===== config.mk =====
export PLATFORM = sky130hd
export DESIGN_NAME = dotmatrix_scroller
export DESIGN_NICKNAME = d
export VERILOG_FILES = /design/src/rtl/dotmatrix_pkg.sv /design/src/rtl/dm_bus_writer.sv /design/src/rtl/dotmatrix_scroller.sv
export SDC_FILE = /design/constraint.sdc
export NUM_CORES = 1
export LEC_CHECK = 0
export ABC_AREA = 1
export BUFFER_PORTS_ARGS = -buffer_cell sky130_fd_sc_hd__buf_2
export CORE_ASPECT_RATIO = 1.5
export CORE_MARGIN = 3
export CORE_UTILIZATION = 40
export DETAILED_ROUTE_END_ITERATION = 8
export PLACE_DENSITY = 0.65
export SYNTH_ARGS = -nofsm -noshare
export SYNTH_HDL_FRONTEND = slang
export SYNTH_SLANG_ARGS = --single-unit

===== constraint.sdc =====
create_clock -name mclock -period 4.1 [get_ports mclock]
set_input_delay 0.82 -clock mclock [delete_from_list [all_inputs] [get_ports mclock]]
set_output_delay 0.82 -clock mclock [all_outputs]
set_load 0.02 [all_outputs]

===== src/rtl/dotmatrix_pkg.sv =====
// Types and constants shared by the dotmatrix image memory and the scroller that feeds it.
package dotmatrix_pkg;
  localparam int ROWS   = 8;
  localparam int COLS   = 8;
  localparam int ADDR_W = 8;
  localparam int DATA_W = 8;
  localparam logic [3:0] STRB_VAL = 4'b0001;

  typedef enum logic [1:0] {IDLE, SHIFT, WR_REQ, WR_REL} state_t;

  // win[c][r]: column c (0 = leftmost), row r (0 = top)
  typedef logic [COLS-1:0][ROWS-1:0] window_t;

  function automatic logic [DATA_W-1:0] row_byte(input window_t win, input logic [2:0] row);
    logic [DATA_W-1:0] b;
    b = '0;
    for (int c = 0; c < COLS; c++) b[c] = win[c][row];
    return b;
  endfunction
endpackage


===== src/rtl/dm_bus_writer.sv =====
// Single four-phase CS/Write/ack write master; gives up after ACK_TIMEOUT cycles on either ack edge.
module dm_bus_writer
  import dotmatrix_pkg::*;
#(
  parameter int ACK_TIMEOUT = 255
) (
  input  logic              mclock,
  input  logic              mreset_n,
  input  logic              start,
  input  logic [ADDR_W-1:0] addr,
  input  logic [DATA_W-1:0] data,
  output logic              done,
  output logic              timeout,
  output logic              CS,
  output logic              Write,
  output logic [ADDR_W-1:0] Address,
  output logic [DATA_W-1:0] Data_o,
  input  logic              ack
);
  localparam int WAIT_W = $clog2(ACK_TIMEOUT + 1);
  localparam logic [WAIT_W-1:0] WAIT_LAST = WAIT_W'(ACK_TIMEOUT - 1);

  state_t            phase_reg, phase_next;
  logic [WAIT_W-1:0] wait_reg;
  logic              cs_reg;
  logic [ADDR_W-1:0] addr_reg;
  logic [DATA_W-1:0] data_reg;
  logic              expired, load;

  assign expired = (wait_reg == WAIT_LAST);

  always_ff @(posedge mclock or negedge mreset_n) begin
    if (!mreset_n) begin
      phase_reg <= IDLE;
      wait_reg  <= '0;
      cs_reg    <= 1'b0;
      addr_reg  <= '0;
      data_reg  <= '0;
    end else begin
      phase_reg <= phase_next;
      // wait count restarts on every phase entry, so each ack edge gets its own budget
      if (phase_next != phase_reg) wait_reg <= '0;
      else if (phase_reg != IDLE)  wait_reg <= wait_reg + 1'b1;
      cs_reg <= (phase_next == WR_REQ);
      if (load) begin
        addr_reg <= addr;
        data_reg <= data;
      end
    end
  end

  always_comb begin
    phase_next = phase_reg;
    case (phase_reg)
      IDLE:    if (start) phase_next = WR_REQ;
      WR_REQ:  if (ack) phase_next = WR_REL;
               else if (expired) phase_next = IDLE;
      WR_REL:  if (!ack) phase_next = start ? WR_REQ : IDLE;
               else if (expired) phase_next = IDLE;
      default: phase_next = IDLE;
    endcase
  end

  always_comb begin
    done    = (phase_reg == WR_REL) && !ack;
    timeout = expired && (((phase_reg == WR_REQ) && !ack) || ((phase_reg == WR_REL) && ack));
    load    = start && ((phase_reg == IDLE) || done);
  end

  assign CS      = cs_reg;
  assign Write   = cs_reg;
  assign Address = addr_reg;
  assign Data_o  = data_reg;
endmodule


===== src/rtl/dotmatrix_scroller.sv =====
// Scrolls an 8x8 column window left once per tick and rewrites all eight rows into dotmatrix.
module dotmatrix_scroller
  import dotmatrix_pkg::*;
#(
  parameter int                SCROLL_DIV  = 2500000,
  parameter int                ACK_TIMEOUT = 255,
  parameter logic [ADDR_W-1:0] BASE_ADDR   = 8'h00
) (
  input  logic              mclock,
  input  logic              mreset_n,
  input  logic              enable,
  input  logic              col_valid,
  input  logic [7:0]        col_data,
  output logic              col_ready,
  input  logic              err_clr,
  output logic              CS,
  output logic              Write,
  output logic              Read,
  output logic [ADDR_W-1:0] Address,
  output logic [DATA_W-1:0] Data_o,
  output logic [3:0]        STRB,
  input  logic              ack,
  output logic              busy,
  output logic              frame_done,
  output logic              err_timeout,
  output logic              err_overrun
);
  localparam int CNT_W = $clog2(SCROLL_DIV);
  localparam logic [CNT_W-1:0] CNT_LAST = CNT_W'(SCROLL_DIV - 1);

  state_t            state_reg, state_next;
  logic [CNT_W-1:0]  cnt_reg;
  logic [2:0]        row_reg, wr_row;
  window_t           win_reg, win_shifted;
  logic [ROWS-1:0]   col_in;
  logic              pending_reg, err_timeout_reg, err_overrun_reg, frame_done_reg;
  logic              tick, shift_go, frame_end, last_row;
  logic              wr_start, wr_done, wr_timeout;
  logic [ADDR_W-1:0] wr_addr;
  logic [DATA_W-1:0] wr_data;

  assign tick        = enable && (cnt_reg == CNT_LAST);
  assign col_in      = col_valid ? col_data : '0;
  assign win_shifted = {col_in, win_reg[COLS-1:1]};
  assign last_row    = (row_reg == 3'(ROWS - 1));

  always_ff @(posedge mclock or negedge mreset_n) begin
    if (!mreset_n) begin
      state_reg       <= IDLE;
      cnt_reg         <= '0;
      row_reg         <= '0;
      win_reg         <= '0;
      pending_reg     <= 1'b0;
      err_timeout_reg <= 1'b0;
      err_overrun_reg <= 1'b0;
      frame_done_reg  <= 1'b0;
    end else begin
      state_reg      <= state_next;
      frame_done_reg <= frame_end;
      cnt_reg        <= (!enable || tick) ? '0 : cnt_reg + 1'b1;
      if (state_reg == SHIFT) begin
        row_reg <= '0;
        win_reg <= win_shifted;
      end else if (wr_start) begin
        row_reg <= wr_row;
      end
      // a tick coinciding with the SHIFT launch of the pending one becomes the new pending tick
      if (!enable)       pending_reg <= 1'b0;
      else if (shift_go) pending_reg <= pending_reg && tick;
      else if (tick)     pending_reg <= 1'b1;
      if (wr_timeout)   err_timeout_reg <= 1'b1;
      else if (err_clr) err_timeout_reg <= 1'b0;
      if (tick && pending_reg && !shift_go) err_overrun_reg <= 1'b1;
      else if (err_clr)                     err_overrun_reg <= 1'b0;
    end
  end

  always_comb begin
    state_next = state_reg;
    case (state_reg)
      IDLE:    if (pending_reg || tick) state_next = SHIFT;
      SHIFT:   state_next = WR_REQ;
      WR_REQ:  if (wr_timeout) state_next = IDLE;
               else if (ack) state_next = WR_REL;
      WR_REL:  if (wr_timeout) state_next = IDLE;
               else if (wr_done) state_next = last_row ? IDLE : WR_REQ;
      default: state_next = IDLE;
    endcase
  end

  always_comb begin
    col_ready = (state_reg == SHIFT);
    busy      = (state_reg != IDLE);
    shift_go  = (state_reg == IDLE) && (pending_reg || tick);
    frame_end = (state_reg == WR_REL) && wr_done && last_row;
    wr_start  = (state_reg == SHIFT) || ((state_reg == WR_REL) && wr_done && !last_row);
    wr_row    = (state_reg == SHIFT) ? 3'd0 : row_reg + 3'd1;
    // row 0 is launched from SHIFT, before win_reg has taken the new column
    wr_data   = row_byte((state_reg == SHIFT) ? win_shifted : win_reg, wr_row);
    wr_addr   = BASE_ADDR + ADDR_W'(wr_row);
  end

  dm_bus_writer #(
    .ACK_TIMEOUT(ACK_TIMEOUT)
  ) u_writer (
    .mclock  (mclock),
    .mreset_n(mreset_n),
    .start   (wr_start),
    .addr    (wr_addr),
    .data    (wr_data),
    .done    (wr_done),
    .timeout (wr_timeout),
    .CS      (CS),
    .Write   (Write),
    .Address (Address),
    .Data_o  (Data_o),
    .ack     (ack)
  );

  assign Read        = 1'b0;
  assign STRB        = STRB_VAL;
  assign frame_done  = frame_done_reg;
  assign err_timeout = err_timeout_reg;
  assign err_overrun = err_overrun_reg;
endmodule

==> impl_metrics.py <==
metrics = {
    "sta": {
        "fin_crit_sh_pct": 67.4,
        "slew_violations": 0,
        "fmax_mhz": 362,
        "min_period_ns": 2.76,
        "setup-tns-final_ns": 0,
        "skew_ns": 0.00632,
        "finalHoldViolCount": 0,
        "fin_hold_ws_ns": 0.441,
        "relSlewSlack_pct": 30.3,
        "tightest_slew_ns": 1.04,
        "setup_viol": 0,
        "rsz0062_at_grt": "false",
    },
    "setup_path": {
        "max_stage_delay_ns": 0.81,
        "reg2reg_depth": 9,
        "reg2reg_slack_ns": 1.34,
        "critical_path_depth": 9,
        "r2r_start": "state_reg[1]",
        "startpoint": "state_reg[1]",
        "worstSetupPathType": "flip-flop to flip-flop",
        "worst-path-buf-inv": 2,
        "required_ns": 4.41,
        "r2r_end": "u_writer.Data_o[0]",
        "crit_path_max_fanout": 83,
        "cp_cell_sequence": "inv_2, nand2_4, nand2_2, o21ai_0, inv_1, nand2_1, nand3_1, nand3_1, nand2_1",
        "arrival_ns": 3.07,
        "crit_end": "u_writer.Data_o[0]",
        "cp-start-kind": "flip-flop",
        "critPathCaptureType": "flip-flop",
        "cpMaxStageDelayCell": "nand2_2",
        "crit_family": "simple AND/OR/NAND/NOR gates",
    },
    "floorplan": {
        "num_rows": 54,
        "die_area_mm2": 0.0166,
        "start_util_pct": 41.0,
        "core-area_mm2": 0.0147,
        "die_h_um": 156,
        "boundaryPins": 42,
        "die_w_um": 106,
    },
    "clocking": {
        "numCtsBuffers": 17,
        "clock-sinks": 117,
        "clock_path_buffers": 2,
        "cts_setup_buffers": 0,
        "cts_tree": "built",
        "cts_hold_buffers": 0,
        "clk_latency_ns": 0.42,
        "clk_pin_slew_worst_paths_ns": 0.05,
        "cts-resized-gates": 0,
        "cts_htree_levels": 4,
        "root_buffer": "clkbuf_16",
    },
    "grt": {
        "grt_pass1_wl_mm": 21.4,
        "antenna_found_initial": 0,
        "grt_max_degree": 84,
        "grt.total_usage_pct": 16.3,
        "grt_overflow": 0,
        "grt_pass1_vias": 4561,
    },
    "detailed_routing": {
        "wl_per_cell_um": 12.5,
        "antenna_left": 0,
        "vias": 4814,
        "wirelength_mm": 12.6,
        "first_iter_violations": 259,
        "drc": 0,
        "viasPerCell": 4.78,
        "first_pass_iters": 4,
    },
    "synth": {
        "synth_top_area_share_pct": 48.7,
        "yosys_warnings": 0,
        "synthesis.area_mm2": 0.00601,
        "yosysSeqAreaShare_pct": 48.7,
        "avgSynthCellArea_um2": 7.75,
        "ys_ff_latch": 117,
        "syn_inst": 776,
        "yosysTopAreaCell": "dfrtp_1",
        "ys_top_cells_by_area": "dfrtp_1 49%, nand2_1 12%, inv_1 6.7%, o21ai_0 5.9%, nand3_1 5.4%",
        "ys_types": 28,
    },
    "pwr": {
        "peakVddDrop_uv": 523,
        "p_leak_nw": 3.29,
        "p_per_area_mw_per_mm2": 735,
    },
    "final_layout": {
        "area_growth_pct": 13.4,
        "largest_reg_flops": 64,
        "nets": 817,
        "stdcell_area_mm2": 0.00682,
        "layout-drive-gt1-share_pct": 9.62,
        "n_antenna_cell": 0,
    },
    "placement": {
        "place.gp.congestion": 0.809,
        "hpwl_mm": 8.42,
        "placed_area_mm2": 0.00626,
        "port_buffers": 31,
    },
    "hold_path": {
        "hold_path_class": "input port to asynchronous set/reset pin",
    },
    "run_status": {
        "status": "completed",
    },
    "job": {
        "maxCapViolations": 0,
    },
}
worst reg2reg max path, cell delays in order, from the launching register on:
cell     delay (ns)
dfrtp_1        0.41
inv_2          0.08
nand2_4        0.55
nand2_2        0.82
o21ai_0        0.45
inv_1          0.07
nand2_1        0.06
nand3_1        0.07
nand3_1        0.09
nand2_1        0.05
stage by stage:
| step | util, % | std cells | setup slack [ns] | power (mW) |
|---|---|---|---|---|
| 2_1_floorplan | - | 784 | 2.29 | 3.21 |
| 3_3_place_gp | 42.7 | 975 | 1.42 | 3.63 |
| 3_5_place_dp | 42.7 | 975 | 1.36 | 3.66 |
| 4_1_cts | 46.5 | 1007 | 1.36 | 5.09 |
| 5_1_grt | 46.5 | 1007 | 1.07 | 5.45 |
| 6_report | 46.5 | 1007 | 1.34 | 5.01 |
cell usage in the layout, fill, tap and decap left out, types with 2 or more instances in the layout:
cell type / instances
xor2_1: 17
ha_1: 5
nand4_1: 5
clkbuf_16: 17
o211ai_1: 29
buf_4: 4
clkinv_4: 3
inv_2: 4
dfrtp_1: 117
nand3_1: 65
nand2_1: 197
nor3b_1: 3
xnor2_1: 4
clkinv_2: 3
o21ai_1: 18
nor2_1: 65
o21ai_0: 71
conb_1: 10
buf_2: 30
clkinvlp_4: 3
nand3_2: 2
inv_1: 108
inv_6: 4
nor3_1: 8
a21oi_1: 8
nand2_2: 4
layout make-up:
type | count | area (µm²)
tap | 196 | 245
sequential | 117 | 2930
clock inverter | 14 | 129
fill | 1506 | 7840
multi-input combinational | 515 | 2470
timing repair buffer | 35 | 200
clock buffer | 18 | 429
inverter | 112 | 420
routing by layer:
layer / part of all wire (%) / wire, µm / global-route usage, % / vias to the layer above
met5: 0 / 0 / 0 / -
met4: 2.3 / 291 / 6.79 / 0
met3: 3.5 / 439 / 4.39 / 23
met2: 50 / 6290 / 27.6 / 72
met1: 44 / 5550 / 19.4 / 2224
li1: - / - / - / 2495
synthesized netlist by cell type (all sizes together):
cell type and count:
a21oi 8, and3 1, buf 32, clkbuf 8, conb 2, dfrtp 117, ha 5, inv 112
nand2 202, nand3 67, nand3b 1, nand4 5, nor2 66, nor3 8, nor3b 3, o211ai 29
o21ai 89, xnor2 4, xor2 17
worst min-delay path by stage:
stage | start | endpoint | slack, ns | cells after the start
floorplan | win_reg[0] | win_reg[0] | 0.45 | 2
global placement | win_reg[31] | win_reg[31] | 0.47 | 2
detailed placement | u_writer.Data_o[7] | u_writer.Data_o[7] | 0.46 | 2
CTS | mreset_n | cnt_reg[12] | 0.46 | 1
global route | mreset_n | cnt_reg[12] | 0.50 | 1
finish | mreset_n | cnt_reg[12] | 0.44 | 1
logic make-up after synthesis:
group	after synthesis	share of synthesized area, %
xor+xnor	21	3.06
other cells	2	0.125
simple gates	353	24.6
flops	117	48.7
compound gates	126	11.7
fa+ha+maj	5	1.04
buf+inv	152	10.8
where the power goes:
group	total [mW]	leakage [nW]	switching (mW)	internal (mW)
sequential	1.70	1.57	0.210	1.49
clock	1.40	0.267	0.558	0.837
combinational	1.92	1.46	1.30	0.617
(Power assumes the default switching activity.)
